File: config.mk
export PLATFORM = sky130hd
export DESIGN_NAME = mcpu_prog_loader_flat
export DESIGN_NICKNAME = d
export VERILOG_FILES = /design/src/rtl/mcpu_prog_loader_if.sv /design/src/rtl/mcpu_prog_loader.sv /design/src/flat_wrapper.sv
export SDC_FILE = /design/constraint.sdc
export NUM_CORES = 1
export LEC_CHECK = 0
export BUFFER_PORTS_ARGS = -buffer_cell sky130_fd_sc_hd__buf_2
export CAP_MARGIN = 10
export CORE_MARGIN = 5
export CORE_UTILIZATION = 35
export CTS_CLUSTER_SIZE = 14
export DETAILED_ROUTE_END_ITERATION = 7
export SLEW_MARGIN = 0
export SYNTH_ARGS = -nofsm -noshare
export SYNTH_HDL_FRONTEND = slang
export SYNTH_SLANG_ARGS = --single-unit
File: constraint.sdc
create_clock -name clk -period 6.8 [get_ports clk]
set_clock_uncertainty 0.15 [all_clocks]
set_input_delay 1.7 -clock clk [delete_from_list [all_inputs] [get_ports clk]]
set_output_delay 1.7 -clock clk [all_outputs]
set_load 0.05 [all_outputs]
File: src/rtl/mcpu_prog_loader_if.sv
// Stream and RAM write-port bundle between a word source and mcpu_prog_loader.
// The loader side uses the slave modport; the source / RAM side uses master.
interface mcpu_prog_loader_if #(
    parameter int WORD_SIZE = 16,
    parameter int ADDR_SIZE = 8
);
    // s_valid/s_ready: a word transfers on every rising edge where both are high.
    // s_data/s_last are meaningful only with s_valid; s_ready never depends on s_valid.
    logic                 s_valid;
    logic                 s_ready;
    logic [WORD_SIZE-1:0] s_data;
    logic                 s_last;

    logic                 mem_we;
    logic [ADDR_SIZE-1:0] mem_addr;
    logic [WORD_SIZE-1:0] mem_wdata;

    modport master (
        output s_valid, s_data, s_last,
        input  s_ready, mem_we, mem_addr, mem_wdata
    );

    modport slave (
        input  s_valid, s_data, s_last,
        output s_ready, mem_we, mem_addr, mem_wdata
    );
endinterface

File: src/rtl/mcpu_prog_loader.sv
// MCPU program loader: holds the CPU in reset, zeroes RAM, streams an image in, then releases the CPU.
// Optional macro MCPU_LOADER_CHECKSUM_EN enables the running modular checksum (tied to 0 otherwise).
module mcpu_prog_loader #(
    parameter int WORD_SIZE = 16,
    parameter int ADDR_SIZE = 8,
    parameter int RAM_SIZE  = 256
) (
    input  logic                 clk,
    input  logic                 reset,
    input  logic                 start,
    mcpu_prog_loader_if.slave    bus,
    output logic                 cpu_reset,
    output logic                 busy,
    output logic                 done,
    output logic                 error,
    output logic [ADDR_SIZE:0]   word_count,
    output logic [WORD_SIZE-1:0] checksum,
    output logic [2:0]           fsm_state
);
    typedef enum logic [2:0] {
        IDLE  = 3'd0,
        CLEAR = 3'd1,
        LOAD  = 3'd2,
        RUN   = 3'd3,
        ERR   = 3'd4
    } state_t;

    localparam logic [ADDR_SIZE:0]   RAM_WORDS = (ADDR_SIZE+1)'(RAM_SIZE);
    localparam logic [ADDR_SIZE-1:0] LAST_ADDR = ADDR_SIZE'(RAM_SIZE - 1);

    state_t               state, state_d;
    logic                 ready_q, ready_d;
    logic                 we_q, we_d;
    logic [ADDR_SIZE-1:0] addr_q, addr_d;
    logic [WORD_SIZE-1:0] wdata_q, wdata_d;
    logic                 cpu_reset_d, busy_d, done_d, error_d;
    logic [ADDR_SIZE:0]   count_d;
    logic [WORD_SIZE-1:0] checksum_d;
    logic                 accept;

    assign accept = bus.s_valid & ready_q;

    always_comb begin
        state_d    = state;
        we_d       = 1'b0;
        addr_d     = addr_q;
        wdata_d    = wdata_q;
        error_d    = error;
        count_d    = word_count;
        checksum_d = checksum;

        case (state)
            IDLE, RUN, ERR: begin
                if (start) begin
                    state_d    = CLEAR;
                    we_d       = 1'b1;
                    addr_d     = '0;
                    wdata_d    = '0;
                    error_d    = 1'b0;
                    count_d    = '0;
                    checksum_d = '0;
                end
            end
            CLEAR: begin
                // The clear pointer is the visible write address itself.
                if (addr_q == LAST_ADDR) begin
                    state_d = LOAD;
                    addr_d  = '0;
                end else begin
                    we_d   = 1'b1;
                    addr_d = addr_q + ADDR_SIZE'(1);
                end
            end
            LOAD: begin
                if (accept) begin
                    we_d    = 1'b1;
                    addr_d  = word_count[ADDR_SIZE-1:0];
                    wdata_d = bus.s_data;
                    count_d = word_count + (ADDR_SIZE+1)'(1);
`ifdef MCPU_LOADER_CHECKSUM_EN
                    checksum_d = checksum + bus.s_data;
`endif
                    if (bus.s_last) begin
                        state_d = RUN;
                    end
                end else if (bus.s_valid && (word_count == RAM_WORDS)) begin
                    // RAM is full: the extra word is dropped, never written.
                    state_d = ERR;
                    error_d = 1'b1;
                end
            end
            default: state_d = IDLE;
        endcase

        // Outputs are registered, so they are derived from the next state.
        ready_d     = (state_d == LOAD) && (count_d < RAM_WORDS);
        busy_d      = (state_d == CLEAR) || (state_d == LOAD);
        cpu_reset_d = (state_d != RUN);
        done_d      = (state_d == RUN) && (state != RUN);
    end

    always_ff @(posedge clk or negedge reset) begin
        if (!reset) begin
            state      <= IDLE;
            ready_q    <= 1'b0;
            we_q       <= 1'b0;
            addr_q     <= '0;
            wdata_q    <= '0;
            cpu_reset  <= 1'b1;
            busy       <= 1'b0;
            done       <= 1'b0;
            error      <= 1'b0;
            word_count <= '0;
            checksum   <= '0;
        end else begin
            state      <= state_d;
            ready_q    <= ready_d;
            we_q       <= we_d;
            addr_q     <= addr_d;
            wdata_q    <= wdata_d;
            cpu_reset  <= cpu_reset_d;
            busy       <= busy_d;
            done       <= done_d;
            error      <= error_d;
            word_count <= count_d;
            checksum   <= checksum_d;
        end
    end

    assign bus.s_ready   = ready_q;
    assign bus.mem_we    = we_q;
    assign bus.mem_addr  = addr_q;
    assign bus.mem_wdata = wdata_q;
    assign fsm_state     = state;
endmodule
File: src/flat_wrapper.sv
// flat-port wrapper written by rule: the top's interface ports become plain ports
module mcpu_prog_loader_flat 
#(
    parameter int WORD_SIZE = 16,
    parameter int ADDR_SIZE = 8,
    parameter int RAM_SIZE  = 256
)
  (clk, reset, start, cpu_reset, busy, done, error, word_count, checksum, fsm_state, bus_s_valid, bus_s_data, bus_s_last, bus_s_ready, bus_mem_we, bus_mem_addr, bus_mem_wdata);
  mcpu_prog_loader_if #(.WORD_SIZE(WORD_SIZE), .ADDR_SIZE(ADDR_SIZE)) bus_i ();
  input  logic clk;
  input  logic reset;
  input  logic start;
  output logic cpu_reset;
  output logic busy;
  output logic done;
  output logic error;
  output logic [ADDR_SIZE:0] word_count;
  output logic [WORD_SIZE-1:0] checksum;
  output logic [2:0] fsm_state;
  input wire logic [$bits(bus_i.s_valid)-1:0] bus_s_valid;
  input wire logic [$bits(bus_i.s_data)-1:0] bus_s_data;
  input wire logic [$bits(bus_i.s_last)-1:0] bus_s_last;
  output wire logic [$bits(bus_i.s_ready)-1:0] bus_s_ready;
  output wire logic [$bits(bus_i.mem_we)-1:0] bus_mem_we;
  output wire logic [$bits(bus_i.mem_addr)-1:0] bus_mem_addr;
  output wire logic [$bits(bus_i.mem_wdata)-1:0] bus_mem_wdata;
  assign bus_i.s_valid = bus_s_valid;
  assign bus_i.s_data = bus_s_data;
  assign bus_i.s_last = bus_s_last;
  assign bus_s_ready = bus_i.s_ready;
  assign bus_mem_we = bus_i.mem_we;
  assign bus_mem_addr = bus_i.mem_addr;
  assign bus_mem_wdata = bus_i.mem_wdata;
  mcpu_prog_loader #(.WORD_SIZE(WORD_SIZE), .ADDR_SIZE(ADDR_SIZE), .RAM_SIZE(RAM_SIZE)) u_core (.clk(clk), .reset(reset), .start(start), .bus(bus_i), .cpu_reset(cpu_reset), .busy(busy), .done(done), .error(error), .word_count(word_count), .checksum(checksum), .fsm_state(fsm_state));
endmodule
==> impl_metrics.ini, run 1 <==
[detailed_routing]
drt-wirelength-per-cell_um = 14.1
antenna_left = 0
drtIter0Drc = 69
drt-total-wl_mm = 5.37
drtPass1Iterations = 4
drc = 0
vias = 1918
via_per_inst = 5.03

[timing]
period_share_pct = 48.5
layout_setup_ws_ns = 3.50
fmax_ghz = 0.303
fin_crit_ns = 3.30
fin_tns_setup_ns = 0
drv_slew = 0
max_slew_margin_pct = 34.7
setup_violations = 0
tightest_slew_ns = 0.975
rsz0062_at_grt = false
hold_viol = 0

[cts]
cts_sinks = 42
cts_buffers = 5
clk_latency_ns = 0.29
cts_hold_buffers = 0
htree_levels = 2
cts_resized = 0
clk_path_buf_depth = 2
cts_tree = built
clk_pin_slew_ns = 0.08
cts_root_buffer = clkbuf_8
cts_setup_buffers = 0

[worst_setup_path]
start_kind = primary input
cp_slowest_stage_delay_ns = 0.78
cp_max_fo = 26
path_delay_family = simple AND/OR/NAND/NOR gates
crit_type = in -> reg
critPathSlowestCell = nor2b_2
critPathBufInv = 1
critPathArrivalTime_ns = 3.32
cp.required_ns = 6.82
end_kind = flip-flop
crit_top_cell = o21ai_0
path_cells = buf_2 > nand2_1 > nor2b_2 > nor2_1 > o21ai_0 > o21ai_0

[layout]
nets = 329
most-common-layout-cells = 62 x buf_2, 46 x nand2_1, 41 x dfrtp_1
finish.utilization_pct = 42.8
layout_commonest_cell = buf_2
area_growth_pct = 17.3
fin_area_um2 = 2570
antennaDiodeCount = 0
drive_above_1_share_pct = 25.8

[place]
port_buffers = 62
dpl_cell_area_um2 = 2470
hpwl_mm = 3.93
place.gp.congestion = 0.824
pre_cts_ws_ns = 3.18

[outcome]
status = finished, final reports clean

[yosys]
yosys_warnings = 0
yosysUniqueCellTypes = 43
synth_area_um2 = 2190
synth-seq-area-share_pct = 48.1
synth_cells = 246
synth_seq_cells = 42
synth.avg_cell_area_um2 = 8.89

[floorplanning]
fp.dieArea_um2 = 7930
io_pins = 79
fp.dieW_um = 89.1
die_height_um = 89.1
rows = 28
coreArea_um2 = 5990
initial_core_util_pct = 36.5

[hold_path]
min_path_type = reg -> reg

[grt]
overflow = 0
grt_pass1_vias = 1850
grt_usage_pct = 14.1
grt_pass1_wl_mm = 8.76
antenna_found_initial = 0
grt_max_degree = 43

[power]
leakage_nw = 1.27
p_per_area_nw_per_um2 = 247
vdd.ir_drop.worst_mv = 0.147

[job]
maxCapViolations = 0
[registers in the layout, indices dropped and copies added, names as in the netlist]
register / count
u_core.bus.mem_wdata: 16
u_core.cpu_reset: 1
u_core.bus.mem_addr: 8
u_core.bus.mem_we: 1
u_core.error: 1
u_core.busy: 1
u_core.bus.s_ready: 1
u_core.word_count: 9
u_core.fsm_state: 3
u_core.done: 1
[tightest hold or removal path, cell delays in order (launching register included)]
cell and delay (ns):
dfrtp_1 0.38, nand2_1 0.05, o21ai_0 0.06
[final timing paths]
path	start	endpoint	slack, ns	cells past startpoint
setup / recovery	bus_s_valid	u_core.word_count[2]	3.50	6
hold / removal	u_core.bus.mem_wdata[13]	u_core.bus.mem_wdata[13]	0.38	2
setup reg to reg	u_core.fsm_state[1]	u_core.word_count[2]	3.90	5
hold reg to reg	u_core.bus.mem_wdata[13]	u_core.bus.mem_wdata[13]	0.38	2
max in group asynchronous	reset	u_core.word_count[7]	4.53	1
min in group asynchronous	reset	u_core.bus.mem_wdata[15]	1.37	1
[cells in the mapped netlist]
cell type   n  area share [%]
nor4_1      2            0.57
inv_1      10             1.7
nor2b_1     3            0.86
nand3_1     8             1.8
nand4b_1    2            0.80
nand2b_2    1            0.40
a21oi_1    10             2.3
a211oi_2    1            0.57
nor3_1      5             1.1
conb_1      1            0.17
a22o_1      2            0.80
buf_4      16             5.5
a31oi_1     1            0.29
xnor2_1     1            0.40
nand4_1     4             1.1
o21a_1      1            0.34
clkbuf_1    6             1.0
dfrtp_1    41              47
nand2_1    46             7.9
nor2_1     12             2.1
nor3b_2     1            0.57
a32oi_1     3             1.2
nor4b_1     1            0.40
ha_1        3             1.7
dfstp_2     1             1.2
and3_1      4             1.1
o31ai_1     1            0.34
a211oi_1    1            0.34
and2b_2     3             1.2
o21ai_0    38             8.7
or2_2       1            0.29
a21o_1      1            0.34
or4_4       1            0.51
and3b_1     1            0.40
a221o_1     1            0.46
buf_2       1            0.23
nor3b_1     1            0.34
a22oi_1     1            0.34
nand2b_1    1            0.29
clkbuf_8    2             1.3
xor2_1      1            0.40
o22ai_1     4             1.1
nor4bb_1    1            0.46
[area by class of cell]
cell class	instances	area, um^2
timing repair buffer	62	310
tap	75	93.8
clock buffer	7	86.3
multi-input combinational	184	981
clock inverter	1	5.00
inverter	10	37.5
fill	602	3420
sequential	42	1050
[cell families (layout without fill, tap and decap cells)]
kind of cell | count (synthesis) | after routing | synth area share, %
AOI/OAI and AO/OA | 65 | 65 | 17.2
xor gates and xnor gates | 2 | 2 | 0.801
adders and majority gates | 3 | 3 | 1.72
buffers and inverters | 35 | 80 | 9.73
DFF | 42 | 42 | 48.1
other | 1 | 16 | 0.171
and+or+nand+nor | 98 | 98 | 22.3
[power breakdown]
part | leakage, nW | switching, mW | internal (mW)
clock network | 0.0482 | 0.0832 | 0.0819
registers | 0.563 | 0.0240 | 0.269
logic | 0.656 | 0.132 | 0.0437
total | 1.27 | 0.239 | 0.394
[stage by stage]
step           cells  hold WS, ns  power (mW)
6_report         381        0.381       0.634
5_1_grt          381        0.394       0.669
4_1_cts          381        0.383       0.642
3_5_place_dp     373        0.371       0.475
3_3_place_gp     373        0.362       0.475
2_1_floorplan    261        0.601       0.437
[layer usage]
metal	share of wire, %	vias to the layer above	GRT usage, %
li1	-	944	-
met1	42	907	17.7
met2	49	62	24.0
met3	7.8	5	3.78
met4	1.1	0	4.06
met5	0	-	0
Power figures use the tool's default switching activity.
==> run 2, diff against run 1 <==
- ABC_AREA: default -> 1
- clock period: 6.8 -> 2.8 ns (I/O delays scaled with it)
==> run 2 against run 1 <==
Core utilization shrank 0.74 points. Register-to-register slack lost 2.9 ns. Critical path depth decreased by 5. Final cell count increased by 6.0%. Cell area is 3.0% higher. Non-clock buffer count is 2 higher. Global-route usage about the same. Via count up 0.36%. Synthesized cell count grew 6.5%. Setup slack worse by 2.7 ns. Power up 84%. Critical path type is now reg -> out. Largest power group unchanged.
==> impl_metrics.ini, run 2 <==
[detailed_routing]
vias = 1925
via_per_inst = 4.76
drt-total-wl_mm = 5.32
antenna_left = 0
drc = 0
drtIter0Drc = 92
drtPass1Iterations = 4
drt-wirelength-per-cell_um = 13.2

[cts]
cts_tree = built
clk_latency_ns = 0.30
clk_pin_slew_ns = 0.09
cts_root_buffer = clkbuf_8
clk_path_buf_depth = 2
htree_levels = 2
cts_setup_buffers = 0
cts_buffers = 5
cts_sinks = 42
cts_resized = 0
cts_hold_buffers = 0

[worst_setup_path]
critPathSlowestCell = dfrtp_1
start_kind = flip-flop
path_cells = buf_2
critPathArrivalTime_ns = 1.15
critPathBufInv = 1
crit_type = reg -> out
end_kind = output port
cp_slowest_stage_delay_ns = 0.52
cp.required_ns = 1.95
path_delay_family = flip-flops
reg2reg_slack_ns = 1.03
cp_max_fo = 9

[layout]
most-common-layout-cells = 73 x nand2_1, 62 x buf_2, 41 x dfrtp_1
drive_above_1_share_pct = 26.3
area_growth_pct = 18.9
antennaDiodeCount = 0
nFillCells = 652
layout_commonest_cell = nand2_1
nets = 350
final-seq-area_um2 = 1050
multi_input_area_um2 = 945
largest_reg_flops = 16

[floorplanning]
fp.dieArea_um2 = 8040
fp.dieW_um = 89.7
die_height_um = 89.7
coreArea_um2 = 6280
rows = 29
io_pins = 79
initial_core_util_pct = 35.4

[grt]
antenna_found_initial = 0
grt_usage_pct = 14.1
grt_pass1_vias = 1885
overflow = 0
grt_max_degree = 27
grt_pass1_wl_mm = 8.80

[yosys]
synth-seq-area-share_pct = 47.4
synth_top_area_cell = dfrtp_1
yosysUniqueCellTypes = 31
ys_top_cells_by_area = dfrtp_1 46%, nand2_1 12%, a22o_1 6.3%
synth.avg_cell_area_um2 = 8.48
synth_top_area_share_pct = 46.2
synthArstFlopShare_pct = 100
synth_seq_cells = 42
synth_edf_count = 0
yosysMostFrequentCell = nand2_1
yosys_warnings = 0
synth_cells = 262
ys.flop_type = dfrtp_1
synth_area_um2 = 2220
synth_commonest_cells = 73 x nand2_1, 41 x dfrtp_1, 26 x inv_1, 17 x buf_4

[power]
p_comb_share_pct = 6.4
p_seq_share_pct = 51.9
clkPwrFrac_pct = 41.7
power.switching_uw = 285
leakage_nw = 1.46
power.internal_uw = 882
swShare_pct = 24.4
vdd.ir_drop.worst_mv = 0.229
p_per_area_nw_per_um2 = 442

[place]
place.gp.congestion = 0.860
hpwl_mm = 4.04
pre_cts_ws_ns = 0.784
port_buffers = 62

[timing]
hold_viol = 0
period_share_pct = 71.4
rsz0062_at_grt = false
drv_slew = 0
layout_setup_ws_ns = 0.801
setup_violations = 0
fmax_ghz = 0.500
fin_crit_ns = 2.00
fin_tns_setup_ns = 0

[job]
maxCapViolations = 0

[outcome]
status = finished, final reports clean

[hold_path]
min_path_type = in -> async
-- run 2: cell types whose count changed after synthesis, sizes merged, moves of 4 or more --
cell,previous run,this run
nor2,12,17
a22o,2,16
clkbuf,8,0
buf,17,22
and3,4,0
nand4,4,9
nand3,8,15
nand2,46,78
inv,10,28
o21ai,38,11
-- run 2: worst paths after layout --
check	from	to	depth (start not counted)
worst max-delay path	u_core.bus.mem_addr[4]	bus_mem_addr[4]	1
worst min-delay path	reset	u_core.bus.mem_addr[3]	1
worst max register to register	u_core.fsm_state[1]	u_core.bus.mem_addr[6]	7
worst min register to register	u_core.bus.mem_wdata[7]	u_core.bus.mem_wdata[7]	1
max in group asynchronous	reset	u_core.word_count[4]	2
min in group clk	u_core.bus.mem_wdata[7]	u_core.bus.mem_wdata[7]	1
-- run 2: stage by stage --
stage / hold WS, ns / cells / utilization, % / power [mW] / cell area [um^2]
after floorplan: 0.254 / 277 / - / 0.683 / 2280
after global placement: 0.317 / 396 / 40.3 / 0.692 / 2530
after detailed placement: 0.328 / 396 / 40.3 / 0.693 / 2530
after CTS: 0.171 / 404 / 42.1 / 1.18 / 2640
after global routing: 0.192 / 404 / 42.1 / 1.21 / 2640
final: 0.165 / 404 / 42.1 / 1.17 / 2640
-- run 2: metal layers --
metal,vias to the layer above,GRT usage (%),part of all wire (%)
li1,958,-,-
met1,887,18.7,45
met2,71,21.8,46
met3,9,4.38,8.2
met4,0,5.28,1.5
met5,-,0,0
-- run 2: cell type report --
type / count / area share (%)
clock buffer: 5 / 2.60
clock inverter: 3 / 1.70
inverter: 29 / 4.17
multi-input combinational: 184 / 35.7
sequential: 42 / 39.8
tap: 77 / 3.65
timing repair buffer: 64 / 12.3
-- run 2: power by group through the flow --
| stage | Combinational (mW) | Clock (mW) | Sequential (mW) |
|---|---|---|---|
| 2_1_floorplan | 0.0648 | 0 | 0.618 |
| 3_3_place_gp | 0.0744 | 0 | 0.618 |
| 3_5_place_dp | 0.0751 | 0 | 0.618 |
| 4_1_cts | 0.0750 | 0.504 | 0.606 |
| 5_1_grt | 0.0814 | 0.521 | 0.606 |
| 6_report | 0.0745 | 0.486 | 0.606 |
-- run 2: cell families (layout without fill, tap and decap cells) --
| family | Yosys count | count (layout) | share of synthesized area [%] |
|---|---|---|---|
| other | 1 | 16 | 0.169 |
| buffers and inverters | 51 | 101 | 12.7 |
| adders and majority gates | 3 | 3 | 1.69 |
| AOI/OAI and AO/OA | 39 | 39 | 12.0 |
| xor gates and xnor gates | 3 | 3 | 1.18 |
| DFF | 42 | 42 | 47.4 |
| and+or+nand+nor | 123 | 123 | 24.9 |
